### src/rtl/decode_ctrl_pkg.sv
// Shared definitions for the decode controller: RV32 opcode/funct constants,
// immediate-type and memory-mode enums, and the packed control bundle.
// Optional RV32M support is selected with the RV32M_EN macro in the decoder.
package decode_ctrl_pkg;

    localparam logic [6:0] OPC_LUI      = 7'b0110111;
    localparam logic [6:0] OPC_AUIPC    = 7'b0010111;
    localparam logic [6:0] OPC_JAL      = 7'b1101111;
    localparam logic [6:0] OPC_JALR     = 7'b1100111;
    localparam logic [6:0] OPC_BRANCH   = 7'b1100011;
    localparam logic [6:0] OPC_LOAD     = 7'b0000011;
    localparam logic [6:0] OPC_STORE    = 7'b0100011;
    localparam logic [6:0] OPC_OP_IMM   = 7'b0010011;
    localparam logic [6:0] OPC_OP       = 7'b0110011;
    localparam logic [6:0] OPC_MISC_MEM = 7'b0001111;
    localparam logic [6:0] OPC_SYSTEM   = 7'b1110011;

    localparam logic [2:0] F3_ADD_SUB = 3'b000;
    localparam logic [2:0] F3_SLL     = 3'b001;
    localparam logic [2:0] F3_SR      = 3'b101;
    localparam logic [2:0] F3_JALR    = 3'b000;
    localparam logic [2:0] F3_FENCE   = 3'b000;

    localparam logic [6:0] F7_BASE   = 7'b0000000;
    localparam logic [6:0] F7_ALT    = 7'b0100000;
    localparam logic [6:0] F7_MULDIV = 7'b0000001;

    localparam logic [31:0] INST_ECALL  = 32'h0000_0073;
    localparam logic [31:0] INST_EBREAK = 32'h0010_0073;

    typedef enum logic [2:0] {
        IMM_NOP = 3'd0,
        IMM_I   = 3'd1,
        IMM_S   = 3'd2,
        IMM_B   = 3'd3,
        IMM_U   = 3'd4,
        IMM_J   = 3'd5,
        IMM_R   = 3'd6
    } imm_type_e;

    // Encoded to match the load/store funct3 field directly.
    typedef enum logic [2:0] {
        MEM_BYTE  = 3'b000,
        MEM_HALF  = 3'b001,
        MEM_WORD  = 3'b010,
        MEM_BYTEU = 3'b100,
        MEM_HALFU = 3'b101
    } mem_mode_e;

    typedef struct packed {
        imm_type_e imm_type;
        logic      dmem_write;
        logic      dmem_read;
        mem_mode_e dmem_mode;
        logic      rf_write;
        logic      alu_src_imm;
        logic      wb_sel_mem;
        logic      branch;
        logic      jump;
        logic      jalr;
        logic      muldiv;
        logic      illegal;
    } ctrl_t;

    function automatic ctrl_t illegalCtrl();
        ctrl_t c;
        c          = '0;
        c.imm_type = IMM_NOP;
        c.illegal  = 1'b1;
        return c;
    endfunction

endpackage

### src/rtl/decode_ctrl_decoder.sv
// Combinational RV32I decoder producing the control bundle and operand-use
// flags. Define RV32M_EN to additionally accept the M-extension OP encodings.
module rv32_decoder
    import decode_ctrl_pkg::*;
(
    input  logic [31:0] i_inst,
    output ctrl_t       o_ctrl,
    output logic        o_rs1_used,
    output logic        o_rs2_used
);

    logic [6:0] w_opcode;
    logic [2:0] w_funct3;
    logic [6:0] w_funct7;

    assign w_opcode = i_inst[6:0];
    assign w_funct3 = i_inst[14:12];
    assign w_funct7 = i_inst[31:25];

    // Map the opcode/funct fields onto control signals; anything unmatched is illegal
    always_comb begin
        o_ctrl     = '0;
        o_rs1_used = 1'b0;
        o_rs2_used = 1'b0;
        case (w_opcode)
            OPC_LUI, OPC_AUIPC: begin
                o_ctrl.imm_type = IMM_U;
                o_ctrl.rf_write = 1'b1;
            end
            OPC_JAL: begin
                o_ctrl.imm_type = IMM_J;
                o_ctrl.rf_write = 1'b1;
                o_ctrl.jump     = 1'b1;
            end
            OPC_JALR: begin
                if (w_funct3 == F3_JALR) begin
                    o_ctrl.imm_type = IMM_I;
                    o_ctrl.rf_write = 1'b1;
                    o_ctrl.jalr     = 1'b1;
                    o_rs1_used      = 1'b1;
                end else begin
                    o_ctrl = illegalCtrl();
                end
            end
            OPC_BRANCH: begin
                if (w_funct3 != 3'b010 && w_funct3 != 3'b011) begin
                    o_ctrl.imm_type = IMM_B;
                    o_ctrl.branch   = 1'b1;
                    o_rs1_used      = 1'b1;
                    o_rs2_used      = 1'b1;
                end else begin
                    o_ctrl = illegalCtrl();
                end
            end
            OPC_LOAD: begin
                if (w_funct3 inside {3'b000, 3'b001, 3'b010, 3'b100, 3'b101}) begin
                    o_ctrl.imm_type   = IMM_I;
                    o_ctrl.dmem_read  = 1'b1;
                    o_ctrl.wb_sel_mem = 1'b1;
                    o_ctrl.rf_write   = 1'b1;
                    o_ctrl.dmem_mode  = mem_mode_e'(w_funct3);
                    o_rs1_used        = 1'b1;
                end else begin
                    o_ctrl = illegalCtrl();
                end
            end
            OPC_STORE: begin
                if (w_funct3 inside {3'b000, 3'b001, 3'b010}) begin
                    o_ctrl.imm_type   = IMM_S;
                    o_ctrl.dmem_write = 1'b1;
                    o_ctrl.dmem_mode  = mem_mode_e'(w_funct3);
                    o_rs1_used        = 1'b1;
                    o_rs2_used        = 1'b1;
                end else begin
                    o_ctrl = illegalCtrl();
                end
            end
            OPC_OP_IMM: begin
                if ((w_funct3 == F3_SLL && w_funct7 != F7_BASE) ||
                    (w_funct3 == F3_SR && w_funct7 != F7_BASE && w_funct7 != F7_ALT)) begin
                    o_ctrl = illegalCtrl();
                end else begin
                    o_ctrl.imm_type    = IMM_I;
                    o_ctrl.alu_src_imm = 1'b1;
                    o_ctrl.rf_write    = 1'b1;
                    o_rs1_used         = 1'b1;
                end
            end
            OPC_OP: begin
                if (w_funct7 == F7_BASE ||
                    (w_funct7 == F7_ALT && (w_funct3 == F3_ADD_SUB || w_funct3 == F3_SR))) begin
                    o_ctrl.imm_type = IMM_R;
                    o_ctrl.rf_write = 1'b1;
                    o_rs1_used      = 1'b1;
                    o_rs2_used      = 1'b1;
                end
`ifdef RV32M_EN
                else if (w_funct7 == F7_MULDIV) begin
                    o_ctrl.imm_type = IMM_R;
                    o_ctrl.rf_write = 1'b1;
                    o_ctrl.muldiv   = 1'b1;
                    o_rs1_used      = 1'b1;
                    o_rs2_used      = 1'b1;
                end
`endif
                else begin
                    o_ctrl = illegalCtrl();
                end
            end
            OPC_MISC_MEM: begin
                if (w_funct3 == F3_FENCE) begin
                    o_ctrl.imm_type = IMM_I;
                end else begin
                    o_ctrl = illegalCtrl();
                end
            end
            OPC_SYSTEM: begin
                if (i_inst == INST_ECALL || i_inst == INST_EBREAK) begin
                    o_ctrl.imm_type = IMM_I;
                end else begin
                    o_ctrl = illegalCtrl();
                end
            end
            default: begin
                o_ctrl = illegalCtrl();
            end
        endcase
    end

endmodule

### src/rtl/decode_ctrl.sv
// Decode stage: decodes instructions as they are accepted from fetch and
// buffers up to DEPTH decoded entries, stalling the head on a load-use hazard
// against the instruction in EX. RV32M_EN enables M-extension decode.
module decode_ctrl
    import decode_ctrl_pkg::*;
#(
    parameter int INST_WIDTH = 32,
    parameter int XLEN       = 32,
    parameter int DEPTH      = 2
) (
    input  logic                  clk,
    input  logic                  rst_n,
    input  logic                  flush,
    input  logic                  in_valid,
    output logic                  in_ready,
    input  logic [INST_WIDTH-1:0] in_inst,
    input  logic [XLEN-1:0]       in_pc,
    output logic                  out_valid,
    input  logic                  out_ready,
    output ctrl_t                 out_ctrl,
    output logic [INST_WIDTH-1:0] out_inst,
    output logic [XLEN-1:0]       out_pc,
    input  logic [4:0]            ex_rd,
    input  logic                  ex_mem_read,
    output logic [31:0]           hazard_cnt
);

    localparam int PTR_W = (DEPTH > 1) ? $clog2(DEPTH) : 1;
    localparam int CNT_W = $clog2(DEPTH + 1);

    ctrl_t                 r_ctrlMem [DEPTH];
    logic [INST_WIDTH-1:0] r_instMem [DEPTH];
    logic [XLEN-1:0]       r_pcMem   [DEPTH];
    logic [DEPTH-1:0]      r_rs1Mem;
    logic [DEPTH-1:0]      r_rs2Mem;

    logic [PTR_W-1:0] r_wrPtr;
    logic [PTR_W-1:0] r_rdPtr;
    logic [CNT_W-1:0] r_count;
    logic [31:0]      r_hazardCnt;

    ctrl_t                 w_decCtrl;
    logic                  w_decRs1;
    logic                  w_decRs2;
    logic                  w_push;
    logic                  w_pop;
    logic                  w_notEmpty;
    logic                  w_hazard;
    logic [INST_WIDTH-1:0] w_headInst;

    function automatic logic [PTR_W-1:0] nextPtr(input logic [PTR_W-1:0] p);
        if (p == PTR_W'(DEPTH - 1)) begin
            return '0;
        end
        return p + 1'b1;
    endfunction

    rv32_decoder u_decoder (
        .i_inst     (in_inst[31:0]),
        .o_ctrl     (w_decCtrl),
        .o_rs1_used (w_decRs1),
        .o_rs2_used (w_decRs2)
    );

    assign w_notEmpty = (r_count != '0);
    assign w_headInst = r_instMem[r_rdPtr];
    assign w_hazard   = w_notEmpty && ex_mem_read && (ex_rd != 5'd0) &&
                        ((r_rs1Mem[r_rdPtr] && (w_headInst[19:15] == ex_rd)) ||
                         (r_rs2Mem[r_rdPtr] && (w_headInst[24:20] == ex_rd)));

    assign in_ready   = rst_n && (r_count < CNT_W'(DEPTH));
    assign out_valid  = w_notEmpty && !w_hazard;
    assign w_push     = in_valid && in_ready && !flush;
    assign w_pop      = out_valid && out_ready;

    assign out_ctrl   = r_ctrlMem[r_rdPtr];
    assign out_inst   = w_headInst;
    assign out_pc     = r_pcMem[r_rdPtr];
    assign hazard_cnt = r_hazardCnt;

    // Capture the decoded entry into the tail slot on every accepted push
    always_ff @(posedge clk) begin
        if (w_push) begin
            r_ctrlMem[r_wrPtr] <= w_decCtrl;
            r_instMem[r_wrPtr] <= in_inst;
            r_pcMem[r_wrPtr]   <= in_pc;
            r_rs1Mem[r_wrPtr]  <= w_decRs1;
            r_rs2Mem[r_wrPtr]  <= w_decRs2;
        end
    end

    // Track pointers and occupancy; reset and flush both empty the buffer
    always_ff @(posedge clk) begin
        if (!rst_n || flush) begin
            r_wrPtr <= '0;
            r_rdPtr <= '0;
            r_count <= '0;
        end else begin
            if (w_push) begin
                r_wrPtr <= nextPtr(r_wrPtr);
            end
            if (w_pop) begin
                r_rdPtr <= nextPtr(r_rdPtr);
            end
            if (w_push && !w_pop) begin
                r_count <= r_count + CNT_W'(1);
            end else if (w_pop && !w_push) begin
                r_count <= r_count - CNT_W'(1);
            end
        end
    end

    // Count load-use stall cycles, saturating; flush deliberately leaves it alone
    always_ff @(posedge clk) begin
        if (!rst_n) begin
            r_hazardCnt <= '0;
        end else if (w_hazard && (r_hazardCnt != 32'hFFFF_FFFF)) begin
            r_hazardCnt <= r_hazardCnt + 32'd1;
        end
    end

endmodule

### config.mk
export PLATFORM = sky130hd
export DESIGN_NAME = decode_ctrl
export DESIGN_NICKNAME = d
export VERILOG_FILES = /design/src/rtl/decode_ctrl_pkg.sv /design/src/rtl/decode_ctrl_decoder.sv /design/src/rtl/decode_ctrl.sv
export SDC_FILE = /design/constraint.sdc
export NUM_CORES = 1
export LEC_CHECK = 0
export CAP_MARGIN = 15
export CORE_MARGIN = 3
export CORE_UTILIZATION = 40
export DETAILED_ROUTE_END_ITERATION = 10
export GPL_TIMING_DRIVEN = 0
export HOLD_SLACK_MARGIN = 0.02
export PLACE_DENSITY_LB_ADDON = 0.12
export SETUP_SLACK_MARGIN = 0.15
export SYNTH_ARGS = -nofsm -noshare
export SYNTH_HDL_FRONTEND = slang
export SYNTH_SLANG_ARGS = --single-unit
export TNS_END_PERCENT = 50
### constraint.sdc
create_clock -name clk -period 7.3 [get_ports clk]
set_input_delay 1.825 -clock clk [delete_from_list [all_inputs] [get_ports clk]]
set_output_delay 1.825 -clock clk [all_outputs]
set_load 0.005 [all_outputs]
# Yosys cells after proc, flatten, opt, wreduce, memory -nomap -nowiden
# Memories as Yosys holds them, arrays and structs flattened. A register that Yosys moved wholly into a read port is not among the register bits.
# Cells that the tools add are included.
[classes]
n_addsub = 5
magnitude_cmp = 4
eq_ne = 24
muxes = 60
reduce_logical = 41
[op_table]
columns = ["op", "n"]
rows = [
  ["$pmux 3 s9", 2],
  ["$mux 1", 41],
  ["$add 32x1->32 const B", 1],
  ["$eq 32x21->1 const B", 1],
  ["$eq 32x7->1 const B", 1],
  ["$ne 32x32->1 const B", 1],
  ["$eq 7x6->1 const B", 4],
  ["$eq 7x7->1 const B", 4],
  ["$pmux 3 s7", 1],
  ["$pmux 5 s4", 1],
  ["$logic_and 1x1->1", 19],
  ["$pmux 1 s8", 2],
  ["$eq 7x5->1 const B", 2],
  ["$eq 5x5->1", 2],
  ["$reduce_bool 5->1", 2],
  ["$mux 3", 3],
  ["$mux 2", 4],
  ["$eq 7x2->1 const B", 1],
  ["$eq 7x4->1 const B", 1],
  ["$logic_not 7->1", 1],
  ["$ne 7x6->1 const B", 1],
  ["$reduce_bool 7->1", 1],
  ["$eq 3x3->1 const B", 2],
  ["$logic_or 1x1->1", 6],
  ["other kinds (20)", 30],
]
[totals]
regBits = 40
ram_bits = 160
wordCells = 143
n_memories = 3
[mem_list]
columns = ["name", "depth", "word_bits", "rd", "rd_clocked_by_memory_dff", "write_ports", "line_no", "source"]
rows = [
  ["r_instMem", 2, 32, 1, 1, 1, "decode_ctrl.sv:32", "logic [INST_WIDTH-1:0] r_instMem [DEPTH];"],
  ["r_pcMem", 2, 32, 1, 1, 1, "decode_ctrl.sv:33", "logic [XLEN-1:0] r_pcMem [DEPTH];"],
  ["r_ctrlMem", 2, 16, 1, 1, 1, "decode_ctrl.sv:31", "ctrl_t r_ctrlMem [DEPTH];"],
]

# Logic depth before layout (Yosys ltp)
[logic_depth]
ltp_word = 13
mapped_depth = 11
ltp_nobuf = 10

# Hierarchy
# A second synthesis with hierarchy kept.
[hier_totals]
hier_cells = 598
area_unflattened_um2 = 8501.9
[modules_own_cells]
columns = ["module", "instances", "cells_each", "area_per_inst_um2", "seq_area_each_um2"]
rows = [
  ["decode_ctrl", 1, 509, 7950.1, 5665.4],
  ["rv32_decoder", 1, 89, 551.8, 0.0],
]

# Worst setup path after synthesis
# OpenSTA, ideal clock, no wires.
[synth_timing]
kind = "in2reg"
startpoint = "in flush"
endpoint = "mem r_ctrlMem[0][0] (netlist name) (enable)"
setup_time_ns = 0.531
arrival_ns = 6.067
path_slack_ns = 0.702
cell_stages = 3
cell_sequence = "nand2b_1 > nor3b_1 > nor2b_1"
[synth_via]
elab_chain_cells = 4
[synth_lines]
columns = ["element", "line_no", "source"]
rows = [
  ["start, declared", "decode_ctrl.sv:13", "input logic flush,"],
  ["$logic_not 1->1", "decode_ctrl.sv:73", "assign w_push = in_valid && in_ready && !flush;"],
  ["$logic_and 1x1->1", "decode_ctrl.sv:73", ""],
  ["named net w_push", "decode_ctrl.sv:45", "logic w_push;"],
  ["$mux 1", "decode_ctrl.sv:83", "if (w_push) begin"],
  ["$mux 1 (implied by the code)", "decode_ctrl.sv:84", "r_ctrlMem[r_wrPtr] <= w_decCtrl;"],
  ["end, declared", "decode_ctrl.sv:31", ""],
]
# The timed path passes the listed nets, and every way through them passes these cells.

# Worst setup path after layout
[layout_timing]
startpoint = "in ex_rd[1]"
endpoint = "out out_valid"
[layout_via]
elab_chain_cells = 6
[layout_lines]
columns = ["element", "line_no", "source"]
rows = [
  ["start, declared", "decode_ctrl.sv:23", "input logic [4:0] ex_rd,"],
  ["$eq 5x5->1, on equally long branches", "decode_ctrl.sv:68, decode_ctrl.sv:69", ""],
  ["$logic_and 1x1->1, on equally long branches", "decode_ctrl.sv:68, decode_ctrl.sv:69", ""],
  ["$logic_or 1x1->1", "decode_ctrl.sv:68", "((r_rs1Mem[r_rdPtr] && (w_headInst[19:15] == ex_rd)) ||"],
  ["$logic_and 1x1->1 (*)", "decode_ctrl.sv:67", "assign w_hazard = w_notEmpty && ex_mem_read && (ex_rd != 5'd0) &&"],
  ["$logic_not 1->1 (*)", "decode_ctrl.sv:72", "assign out_valid = w_notEmpty && !w_hazard;"],
  ["$logic_and 1x1->1 (*)", "decode_ctrl.sv:72", ""],
  ["end, declared", "decode_ctrl.sv:18", "output logic out_valid,"],
]
# Mark *: on every way between the ends. The rest lies on a longest branch, timed or not.

==> results.cfg <==
[clock_network]
post_cts_buffers = 0
cts_hold_buf = 0
cts_root_buffer = clkbuf_16
cts_made_buffers = 17
cts.sinks = 199
clkTransAtPathRegs_ps = 70
clk_latency_ps = 420
cts_tree = yes
ctsHtreeMaxLevel = 4
clockBufferDepth = 2
cts_resized = 0

[timing]
worst_slew_pin_slew_ps = 756
post-route-period-util_pct = 87.0
fin_crit_ps = 6350
slew_headroom_pct = 48.3
slew_viol_final = 0
hold_viol_final = 0
setup_viol = 0
rsz0062_at_grt = false
fmax_mhz = 157
finalClockSkew_ps = 9.14

[power_and_ir_drop]
power.leakage_nw = 3.64
peakVddDrop_v = 0.000149
p_per_area_mw_per_mm2 = 204

[yosys]
syn_area_per_cell_um2 = 14.6
yosys_warnings = 0
synth-edff-count = 162
ys_seq_elements = 199
synth.net_count = 655
synth.distinct_cells = 55
synth-main-ff-cell = edfxtp_1
synthCells = 578
ys_seq_area_share_pct = 66.6
netlist_area_mm2 = 0.00841
async_reset_ff_share_pct = 0

[critical_path]
end_kind = output pin
r2r_end = hazard_cnt[0]
endpoint = out_valid
cp_data_required_time_ps = 5480
arrival_ps = 4520
path_max_fanout = 10
path_class = in2out
crit_path_start = ex_rd[1]
ff2ff_setup_slack_ps = 4560
rr_startpoint = hazard_cnt[0]
r2r_cells = 9
worst_setup_path_start_kind = primary input

[global_routing]
grt_usage_pct = 17.2
grt_overflow = 0
grt_max_degree = 45
grt_pass1_wl_mm = 30.4
antenna_found_initial = 0
first_global_vias = 5756

[worst_hold_path]
hold_start = hazard_cnt[6]
min_path_type = reg2reg

[drt]
drt_pass1_iterations = 5
drc = 0
viasPerCell = 5.19
wirelength_mm = 19.4
drtIter0Drc = 437
wl_per_cell_um = 18.1
ant_nets = 0
vias = 5562

[floorplan]
num_rows = 52
die_w_um = 151
pin_count = 189
start_util_pct = 41.2
core_mm2 = 0.0204
dieArea_mm2 = 0.0228
die_y_um = 151

[placement]
io_buffers = 187
place_area_mm2 = 0.0107
place_inst = 1039
post-dp-hpwl_mm = 14.0
gp_congestion = 0.926

[cells_and_area]
syn2layout_area_growth_pct = 34.4
instances_no_fill = 1071
fin_nets = 865
final_layout_size_suffix_gt1_share_pct = 17.0
post-route-cell-area_mm2 = 0.0113
final_util_pct = 55.3
n_antenna_cell = 0

[job]
drv_cap = 0

[run_status]
status = finished clean
[area by class of cell]
class                      count  area, µm²
timing repair buffer         191       1970
sequential                   199       5610
buffer                        28        151
clock buffer                  17        425
tap                          270        338
inverter                       6       22.5
multi-input combinational    345       2640
fill                        1714       9130
clock inverter                15        151
[report_power, final]
part	switching, mW	total [mW]	internal, mW
sequential	0.00400	1.24	1.24
clock	0.452	0.911	0.459
combinational	0.0637	0.154	0.0900
[metal layers]
metal / GRT usage [%] / wire length [µm] / up-vias
met1: 21.7 / 7980 / 2748
li1: - / - / 2635
met3: 4.61 / 1230 / 11
met2: 29.5 / 10000 / 168
met4: 4.35 / 135 / 0
met5: 0 / 0 / -
[synthesized netlist by cell type, types with 8 or more instances]
| master | n | area (µm²) |
|---|---|---|
| or3_1 | 12 | 75.1 |
| nor3_1 | 15 | 75.1 |
| o21ai_0 | 16 | 80.1 |
| mux2i_1 | 20 | 200 |
| clkbuf_1 | 11 | 41.3 |
| nand3_1 | 18 | 90.1 |
| dfxtp_1 | 37 | 741 |
| nand2b_1 | 23 | 144 |
| edfxtp_1 | 162 | 4860 |
| nand2_1 | 35 | 131 |
| nor2_1 | 18 | 67.6 |
| nor4_1 | 11 | 68.8 |
| mux2_2 | 76 | 856 |
| xnor2_1 | 8 | 70.1 |
[how the worst min path moves through the flow]
stage / cells after the start / end
finish: 2 / hazard_cnt[6]
global route: 2 / hazard_cnt[17]
CTS: 2 / hazard_cnt[6]
detailed placement: 2 / hazard_cnt[6]
global placement: 2 / hazard_cnt[23]
floorplan: 2 / hazard_cnt[13]
[placed cells by master (no fill, tap or decap), types with 6 or more instances in the layout]
master,count
nand3_1,18
clkbuf_1,11
edfxtp_1,162
mux2i_1,20
nand2_1,35
dfxtp_1,37
xnor2_1,8
buf_1,7
inv_1,6
mux2_2,76
clkbuf_16,17
nor2_1,18
nand4_1,7
nor3_1,15
nor4_1,11
or3_1,12
clkdlybuf4s50_1,187
nand2b_1,23
a21boi_0,6
xor2_1,7
o21ai_0,16
[cells by family after synthesis]
group / count (synthesis) / synth area share [%]
compound gates: 54 / 4.37
xor+xnor: 15 / 1.56
fa+ha+maj: 2 / 0.297
buf+inv: 34 / 2.07
flops: 199 / 66.6
mux: 100 / 13.3
other cells: 1 / 0.0446
simple gates: 173 / 11.8
[sequential cells by signal, summed over array words and instances (netlist names), named ones only]
register    count
r_wrPtr         1
r_rdPtr         1
r_rs2Mem        2
r_ctrlMem      30
hazard_cnt     32
r_pcMem        64
r_instMem      64
r_count         2
r_rs1Mem        2
[through the flow]
| stage | worst slack [ps] | TNS, ps | hold WS [ps] | total power [mW] |
|---|---|---|---|---|
| after detailed placement | 955 | 0 | 484 | 1.42 |
| after CTS | 947 | 0 | 496 | 2.33 |
| after floorplan | 702 | 0 | 467 | 1.32 |
| after global placement | -2030 | -163960 | 466 | 1.42 |
| after global routing | 792 | 0 | 517 | 2.39 |
| final | 950 | 0 | 498 | 2.31 |
[worst max-delay path, cell delays in order]
cell	delay (ps)
clkdlybuf4s50_1	470
or4_1	550
o221ai_1	220
nor4_1	100
nand4_1	120
and2_1	150
buf_6	140
buf_6	170
buf_6	150
o21a_1	120
clkdlybuf4s50_1	510
(Power assumes the default switching activity.)
